$ cat src/rtl/if_fetch_queue.sv
// if_fetch_queue: instruction-fetch stage with a fixed-latency ROM interface,
// an in-flight tracking pipe and a DEPTH-entry output FIFO feeding ID over a
// valid/ready handshake. Branch/jump redirects flush all fetched work.
// Optional feature macro: FETCH_BYPASS_EN. When it is defined, a matching ROM
// return that finds the FIFO empty is shown on id_* in the same cycle.
module if_fetch_queue #(
   parameter int                ADDR_W   = 32,
   parameter int                INST_W   = 32,
   parameter int                DEPTH    = 4,
   parameter int                ROM_LAT  = 1,
   parameter logic [ADDR_W-1:0] RESET_PC = '0
) (
   input  logic              clk,
   input  logic              rst,
   output logic [ADDR_W-1:0] rom_addr_o,
   output logic              rom_ce_o,
   input  logic [INST_W-1:0] rom_data_i,
   input  logic              flush_i,
   input  logic [ADDR_W-1:0] flush_pc_i,
   input  logic              id_ready_i,
   output logic              id_valid_o,
   output logic [ADDR_W-1:0] id_pc_o,
   output logic [INST_W-1:0] id_inst_o
);

   localparam int PTR_W = $clog2(DEPTH);
   localparam int CNT_W = $clog2(DEPTH + 1);

   logic [ADDR_W-1:0]  pc_q, pc_d;
   logic [CNT_W-1:0]   count_q, count_d;
   logic [PTR_W-1:0]   rd_ptr_q, rd_ptr_d;
   logic [PTR_W-1:0]   wr_ptr_q, wr_ptr_d;
   logic               epoch_q, epoch_d;

   // In-flight pipe: slot 0 is the newest request, slot ROM_LAT-1 pairs with rom_data_i.
   logic [ROM_LAT-1:0] fl_vld_q;
   logic [ROM_LAT-1:0] fl_ep_q;
   logic [ADDR_W-1:0]  fl_pc_q [ROM_LAT];

   logic [ADDR_W-1:0]  fifo_pc_q   [DEPTH];
   logic [INST_W-1:0]  fifo_inst_q [DEPTH];

   logic [CNT_W-1:0]   inflight;
   logic [CNT_W:0]     credit_used;
   logic               issue;
   logic               ret_vld;
   logic [ADDR_W-1:0]  ret_pc;
   logic               fifo_vld;
   logic               push;
   logic               pop;

   // Count outstanding ROM requests and decide whether a new one may issue.
   always_comb begin
      // NOTE: every always_comb output gets a default first so no latch is inferred.
      inflight = '0;
      for (int i = 0; i < ROM_LAT; i++) begin
         inflight = inflight + CNT_W'(fl_vld_q[i]);
      end
      credit_used = {1'b0, count_q} + {1'b0, inflight};
      issue       = !rst && !flush_i && (credit_used < (CNT_W + 1)'(DEPTH));
   end

   assign rom_ce_o   = issue;
   assign rom_addr_o = pc_q;
   assign ret_vld    = fl_vld_q[ROM_LAT-1] && (fl_ep_q[ROM_LAT-1] == epoch_q);
   assign ret_pc     = fl_pc_q[ROM_LAT-1];
   assign fifo_vld   = !rst && (count_q != '0);

`ifdef FETCH_BYPASS_EN
   logic bypass_hit;

   // Present the FIFO head, or a fresh return straight through when the FIFO is empty.
   always_comb begin
      bypass_hit = !rst && (count_q == '0) && ret_vld;
      id_valid_o = fifo_vld || bypass_hit;
      id_pc_o    = '0;
      id_inst_o  = '0;
      if (fifo_vld) begin
         id_pc_o   = fifo_pc_q[rd_ptr_q];
         id_inst_o = fifo_inst_q[rd_ptr_q];
      end else if (bypass_hit) begin
         id_pc_o   = ret_pc;
         id_inst_o = rom_data_i;
      end
      push = ret_vld && !(bypass_hit && id_ready_i);
      pop  = fifo_vld && id_ready_i && !flush_i;
   end
`else
   // Present the FIFO head only; id_* never depend combinationally on rom_data_i.
   always_comb begin
      id_valid_o = fifo_vld;
      id_pc_o    = fifo_vld ? fifo_pc_q[rd_ptr_q]   : '0;
      id_inst_o  = fifo_vld ? fifo_inst_q[rd_ptr_q] : '0;
      push       = ret_vld;
      pop        = fifo_vld && id_ready_i && !flush_i;
   end
`endif

   // Next-state for PC, FIFO occupancy/pointers and epoch; a redirect overrides all.
   always_comb begin
      pc_d     = pc_q;
      count_d  = count_q;
      rd_ptr_d = rd_ptr_q;
      wr_ptr_d = wr_ptr_q;
      epoch_d  = epoch_q;
      if (flush_i) begin
         pc_d     = flush_pc_i;
         count_d  = '0;
         rd_ptr_d = '0;
         wr_ptr_d = '0;
         epoch_d  = ~epoch_q;
      end else begin
         if (issue) pc_d     = pc_q + ADDR_W'(4);
         if (push)  wr_ptr_d = wr_ptr_q + PTR_W'(1);
         if (pop)   rd_ptr_d = rd_ptr_q + PTR_W'(1);
         case ({push, pop})
            2'b10:   count_d = count_q + CNT_W'(1);
            2'b01:   count_d = count_q - CNT_W'(1);
            default: count_d = count_q;
         endcase
      end
   end

   // Control state: synchronous reset wins over a simultaneous flush.
   always_ff @(posedge clk) begin
      // NOTE: sequential state is updated with non-blocking assignments only.
      if (rst) begin
         pc_q     <= RESET_PC;
         count_q  <= '0;
         rd_ptr_q <= '0;
         wr_ptr_q <= '0;
         epoch_q  <= 1'b0;
         fl_vld_q <= '0;
      end else begin
         pc_q     <= pc_d;
         count_q  <= count_d;
         rd_ptr_q <= rd_ptr_d;
         wr_ptr_q <= wr_ptr_d;
         epoch_q  <= epoch_d;
         // Clearing in-flight valids on a redirect backs up the epoch check, which alone
         // could alias after two flushes inside one ROM latency window.
         if (flush_i) begin
            fl_vld_q <= '0;
         end else begin
            for (int i = ROM_LAT - 1; i > 0; i--) fl_vld_q[i] <= fl_vld_q[i-1];
            fl_vld_q[0] <= issue;
         end
      end
   end

   // Payload storage: in-flight tags and FIFO entries, qualified by the valid state above.
   always_ff @(posedge clk) begin
      // NOTE: payload arrays carry no reset; their valid bits and count are reset instead.
      for (int i = ROM_LAT - 1; i > 0; i--) begin
         fl_pc_q[i] <= fl_pc_q[i-1];
         fl_ep_q[i] <= fl_ep_q[i-1];
      end
      fl_pc_q[0] <= pc_q;
      fl_ep_q[0] <= epoch_q;
      if (push && !flush_i) begin
         fifo_pc_q[wr_ptr_q]   <= ret_pc;
         fifo_inst_q[wr_ptr_q] <= rom_data_i;
      end
   end

   // The credit rule makes these unreachable; they guard future edits.
   a_no_pop_empty: assert property (@(posedge clk) disable iff (rst)
      !(pop && (count_q == '0)));
   a_no_push_full: assert property (@(posedge clk) disable iff (rst)
      !(push && !pop && !flush_i && (count_q == CNT_W'(DEPTH))));

endmodule

$ cat config.mk
export PLATFORM = sky130hd
export DESIGN_NAME = if_fetch_queue
export DESIGN_NICKNAME = d
export VERILOG_FILES = /design/src/rtl/if_fetch_queue.sv
export SDC_FILE = /design/constraint.sdc
export NUM_CORES = 1
export LEC_CHECK = 0
export ABC_AREA = 1
export BUFFER_PORTS_ARGS = -buffer_cell sky130_fd_sc_hd__buf_2
export CAP_MARGIN = 20
export CORE_UTILIZATION = 50
export CTS_CLUSTER_SIZE = 30
export DETAILED_ROUTE_END_ITERATION = 6
export PLACE_DENSITY = 0.82
export SETUP_SLACK_MARGIN = 0.02
export SYNTH_ARGS = -nofsm -noshare
export SYNTH_HDL_FRONTEND = slang
export SYNTH_SLANG_ARGS = --single-unit
$ cat constraint.sdc
create_clock -name clk -period 11.2 [get_ports clk]
set_input_delay 2.24 -clock clk [delete_from_list [all_inputs] [get_ports clk]]
set_output_delay 2.24 -clock clk [all_outputs]
set_load 0.005 [all_outputs]
==> summary.txt, run 1 <==
Status
  – Status: finished, final reports clean

Timing
  – Final worst-path cycle share: 0.5679
  – Final setup skew: ~14 ps
  – Maximum clock rate: between 0.15 and 0.2 GHz
  – Slew headroom: 0.3761
  – Setup Viol. Count Final: 0
  – PnR worst setup slack: 4839 ps
  – Final slew viol count: 0
  – WHS: 396.6 ps
  – Crit path time final: about 6400 ps
  – Unrepaired setup endpoints after global routing: false
  – Slew @ Worst Pin: about 930 ps
  – Setup TNS Final: 0 ps
  – Final Hold Vio Count: 0

Setup path
  – R2r setup slk: around 8500 ps
  – Startpoint Class: primary input
  – CP top delay family: buffers and inverters
  – Cells traversed along the worst timing path: buf_2 -> inv_1 -> nand2_2 -> buf_4 -> a21oi_1 -> buf_2
  – Bufs and invs on worst path: 4
  – Worst Path Required: between 8000 and 9000 ps
  – Max incr delay on CP: about 550 ps
  – Arrival @ worst endpoint: 4120 ps
  – Crit-path slowest cell: buf_4
  – Crit Path Max Fanout: 63
  – CP endpoint kind: primary output
  – WS Path Type: in -> out
  – Most frequent CP cell: buf_2

Placement
  – GPL Wtd Cong: about 0.85
  – Setup WS pre-CTS: ~5000 ps
  – Cell area after placement: between 10000 and 15000 sq um
  – Placed Cells: 1683
  – Detail Placement HPWL: 17540 um
  – I/O Buffers: roughly 170

Power
  – Worst VDD drop: 0.1211 mV
  – Clk pwr share: 0.429
  – Pwr per Cell Area: 166.4 nW/um^2
  – Sw Pwr: 527.1 uW
  – Power share of the sequential group: 0.536
  – Combinational Power Share: 0.035
  – Switching part of the total power: 0.2047
  – Leak pwr: 0.005837 uW
  – Internal: about 2000 uW

Final layout
  – Diodes inserted: 0
  – Multi-input gate area: between 3000 and 4000 sq um
  – Register area: 9214 sq um
  – Nets@finish: between 1000 and 1500
  – Share of post-route cells with drive strength above 1: 0.1831
  – Fillers: roughly 2100
  – Cell Count, Final, Fillers Out: approximately 1700
  – P&R area growth vs syn: 16.39%
  – Final instance area: about 15000 sq um

Detailed routing
  – DRT Wirelength: roughly 29000 um
  – Drt first pass iters: 5
  – # DRC: 0
  – Iteration-0 DRC Markers: between 700 and 800
  – DR vias: 9274
  – ANT nets after route: 0
  – Wire per inst: approximately 17 um
  – Vias per cell: ~5.3

Logic synthesis
  – Asr flop ratio synth: 0
  – Main synth FF type: edfxtp_1
  – Syn_nets: around 1300
  – Synth Cell Area: 13300 sq um
  – Post-synth top cells: 300 x nor2_1, 256 x edfxtp_1, 146 x o21ai_0
  – Post-synth EDFFs: around 260
  – Post-synthesis sequential area ratio: 0.6926
  – Largest cells by area after synthesis: edfxtp_1 58%, dfxtp_1 11%, nor2_1 8.5%
  – Top-area cell type share of the netlist area: 0.5782
  – Post-synth top area cell: edfxtp_1
  – Count leader, synth: nor2_1
  – Post-Syn Area per Cell: ~11 sq um
  – Seq cells post-synth: about 330
  – Yosys warning total: 0
  – Synthesized instance count: ~1200
  – Distinct cells, synth: 34

Global route
  – First-pass GRT wire length: approximately 44000 um
  – Overflow after GRT: 0
  – Initial antenna violation count: 1
  – Vias in the first global route: about 8700
  – Global router's overall resource usage: 0.2134
  – Pin count of the biggest net entering global routing: just over 70

Clock tree
  – CTS tree: yes
  – Post_cts resized: 0
  – Total CTS buffers: 34
  – H-tree Lvls: 2
  – CTS Sinks: ~330
  – Clk_lat worst skew: 500 ps
  – CTS Root Buffer Type: clkbuf_16
  – Hold buffers post-CTS: 0
  – CTS max path bufs: 3
  – Number of post-CTS setup repair buffers: 0
  – Clock-pin slew of the registers on the worst-case setup and hold paths: around 60 ps

Hold path
  – Worst Hold Class: reg -> reg

Job
  – MaxCap Viol Count: 0

Floorplan
  – Die ar.: approximately 27000 sq um
  – CORE AREA: 26060 sq um
  – Initial Utilization: 0.5102
  – Die W: ~170 um
  – Num ports: 166
  – Number of cell rows: 59
  – Die height: between 150 and 200 um
==> power by group through the flow <==
stage	logic (uW)	clock network, uW	registers (uW)
CTS	90.2	1120	1380
detailed placement	89.1	0	1400
global placement	86.6	0	1400
finish	90.1	1110	1380
global route	102	1180	1380
floorplan	49.9	0	1400
==> layer usage <==
metal / part of all wire / vias to the layer above / track usage
met2: 0.49 / 331 / 0.3581
li1: - / 4500 / -
met1: 0.42 / 4376 / 0.2776
met3: 0.057 / 65 / 0.03347
met4: 0.029 / 2 / 0.08549
met5: 0.00052 / - / 0
==> sequential cells by signal, summed over array words and instances, names as in the netlist, named ones only <==
register,cells
wr_ptr_q,2
fifo_pc_q,128
count_q,3
rd_ptr_q,2
fifo_inst_q,128
fl_pc_q,32
rom_addr_o,32
fl_vld_q,1
fl_ep_q,1
epoch_q,1
==> cell families (layout without fill, tap and decap cells) <==
kind of cell,after synthesis,after routing,share of synthesized area
flip-flops,332,332,0.6926
AND/OR/NAND/NOR,482,482,0.1499
buffers and inverters,136,311,0.04310
AO/OA/AOI/OAI,271,271,0.1032
adder cells (fa/ha/maj),7,7,0.007152
XOR/XNOR,6,6,0.003953
==> cells in the final DEF, fill, tap and decap left out, types with 5 or more instances in the layout <==
cell type,n
nor2_1,296
edfxtp_1,256
buf_2,165
o21ai_0,146
nand2_1,114
a21oi_1,96
dfxtp_1,74
inv_1,73
nand3_1,41
clkbuf_16,36
o21ai_1,22
nor2_4,9
buf_4,9
nor2_2,6
ha_1,6
nand2_2,5
clkinv_2,5
clkbuf_1,5
clkinv_1,5
==> through the flow <==
step | utilization | power (uW)
finish | 0.5938 | 2574
global placement | 0.5512 | 1490
global route | 0.5938 | 2659
floorplan | - | 1447
detailed placement | 0.5512 | 1494
CTS | 0.5938 | 2591
==> path summary, 6_finish.rpt <==
kind / start / to / cells after the start
hold / removal: epoch_q$_SDFFE_PP0P_ / fl_ep_q$_DFF_P_ / 0
setup reg to reg: epoch_q$_SDFFE_PP0P_ / fifo_inst_q[0][30]$_DFFE_PP_ / 4
hold reg to reg: epoch_q$_SDFFE_PP0P_ / fl_ep_q$_DFF_P_ / 0
setup / recovery: rst / id_pc_o[31] / 6
==> cell type report <==
cell class	instances	area share
Multi-Input combinational cell	766	0.2291
Clock inverter	20	0.01237
Timing Repair Buffer	174	0.05773
Tap cell	335	0.02709
Sequential cell	332	0.5954
Inverter	76	0.01884
Clock buffer	41	0.05943
No activity file was read; power rests on OpenSTA's default activity.
==> inputs of run 2 (changes only) <==
- PLACE_DENSITY: 0.82 -> 0.85
- clock period: 11.2 -> 5.6 ns (I/O delays scaled with it)
==> summary.txt, run 2 (synthesis gave the netlist of run 1 again) <==
Status
  – Status: finished, final reports clean

Timing
  – Final Hold Vio Count: 0
  – Final setup skew: between 10 and 15 ps
  – Final worst-path cycle share: 0.7498
  – Setup TNS Final: 0 ps
  – Slew headroom: 0.3169
  – Maximum clock rate: about 0.24 GHz
  – Slew @ Worst Pin: 1025 ps
  – Final slew viol count: 0
  – Unrepaired setup endpoints after global routing: false
  – Crit path time final: about 4200 ps
  – Setup Viol. Count Final: 0

Setup path
  – WS Path Type: in -> out
  – Worst Path Required: ~4500 ps
  – Crit Path Max Fanout: slightly above 40
  – Arrival @ worst endpoint: between 3000 and 4000 ps
  – Startpoint Class: primary input
  – CP endpoint kind: primary output

Placement
  – GPL Wtd Cong: 0.9096
  – Detail Placement HPWL: about 17000 um
  – I/O Buffers: about 170
  – Placed Cells: between 1500 and 2000

Detailed routing
  – Vias per cell: around 5.4
  – ANT nets after route: 0
  – DR vias: approximately 9400
  – DRT Wirelength: about 29000 um
  – Drt first pass iters: 5
  – Wire per inst: roughly 17 um
  – # DRC: 0
  – Iteration-0 DRC Markers: roughly 770

Final layout
  – P&R area growth vs syn: 15.82%
  – Largest registers: fifo_inst_q x128, fifo_pc_q x128
  – Nets@finish: between 1000 and 1500
  – Final Util: 0.5909
  – Share of post-route cells with drive strength above 1: 0.1832
  – Commonest cells after routing, fill and taps aside: 296 x nor2_1, 256 x edfxtp_1, 165 x buf_2, 146 x o21ai_0, 114 x nand2_1
  – Most common cell after layout, fill and taps aside: nor2_1
  – Cell Count, Final, Fillers Out: around 1700
  – Multi-input gate area: around 3500 sq um
  – Fillers: ~2000
  – Register area: 9214 sq um

Clock tree
  – CTS max path bufs: 3
  – CTS Root Buffer Type: clkbuf_16
  – Number of post-CTS setup repair buffers: 0
  – Total CTS buffers: 31
  – H-tree Lvls: 1
  – Clk_lat worst skew: around 540 ps
  – CTS Sinks: between 300 and 400
  – Clock-pin slew of the registers on the worst-case setup and hold paths: ~60 ps
  – Post_cts resized: 0
  – Hold buffers post-CTS: 0
  – CTS tree: yes

Floorplan
  – Num ports: about 170
  – CORE AREA: 26060 sq um
  – Number of cell rows: 59
  – Die height: approximately 170 um
  – Die W: between 150 and 200 um
  – Initial Utilization: 0.5102
  – Die ar.: ~27000 sq um

Power
  – Worst VDD drop: roughly 0.20 mV
  – Combinational Power Share: 0.037
  – Internal: 3961 uW
  – Sw Pwr: approximately 1000 uW
  – Pwr per Cell Area: 322.8 nW/um^2
  – Leak pwr: between 0.005 and 0.006 uW
  – Switching part of the total power: 0.2030
  – Power share of the sequential group: 0.555
  – Clk pwr share: 0.409

Global route
  – Overflow after GRT: 0
  – Initial antenna violation count: 1
  – Vias in the first global route: just under 9000
  – Global router's overall resource usage: 0.2106
  – First-pass GRT wire length: roughly 45000 um
  – Pin count of the biggest net entering global routing: 79

Job
  – MaxCap Viol Count: 0

Hold path
  – Worst Hold Class: reg -> reg
[run 2: final timing paths]
path,start,end,slack [ps],depth (start not counted)
setup / recovery,rst,id_inst_o[31],1400,7
hold / removal,epoch_q$_SDFFE_PP0P_,fl_ep_q$_DFF_P_,390,0
setup reg to reg,epoch_q$_SDFFE_PP0P_,fifo_inst_q[3][11]$_DFFE_PP_,3340,4
hold reg to reg,epoch_q$_SDFFE_PP0P_,fl_ep_q$_DFF_P_,390,0
[run 2: metrics by stage]
stage	worst slack (ps)	power [uW]	cell area, sq um	hold WS, ps
global route	1214	5134	15400	401.2
global placement	1452	2980	14390	380.3
finish	1401	4971	15400	394.6
floorplan	818.8	2894	13300	363.5
CTS	1353	5000	15400	395.6
detailed placement	1362	2990	14390	386.4
[run 2: area by class of cell]
type,instances,area share
Multi-Input combinational cell,766,0.2303
Antenna cell,1,0.0001625
Timing Repair Buffer,177,0.05948
Tap cell,335,0.02722
Clock buffer,47,0.06029
Sequential cell,332,0.5984
Inverter,76,0.01893
Clock inverter,10,0.005282
[run 2: per-layer routing]
layer | routed length (um) | global-route usage | up-vias
met1 | 12240 | 0.2712 | 4466
met2 | 14370 | 0.3669 | 374
met4 | 422 | 0.05713 | 0
met5 | 0 | 0 | -
met3 | 2029 | 0.03521 | 38
li1 | - | - | 4510
[run 2: worst max-delay path, cell delays in order]
cell and delay [ps]:
buf_2 80, buf_4 350, inv_1 220, nand2_2 530
buf_4 520, a21oi_1 100, buf_2 150
[run 2: power by group through the flow]
| stage | clock network (uW) | logic (uW) | registers (uW) |
|---|---|---|---|
| finish | 2030 | 182 | 2760 |
| global route | 2170 | 205 | 2760 |
| CTS | 2060 | 182 | 2760 |
| detailed placement | 0 | 180 | 2810 |
| global placement | 0 | 174 | 2810 |
| floorplan | 0 | 99.8 | 2790 |
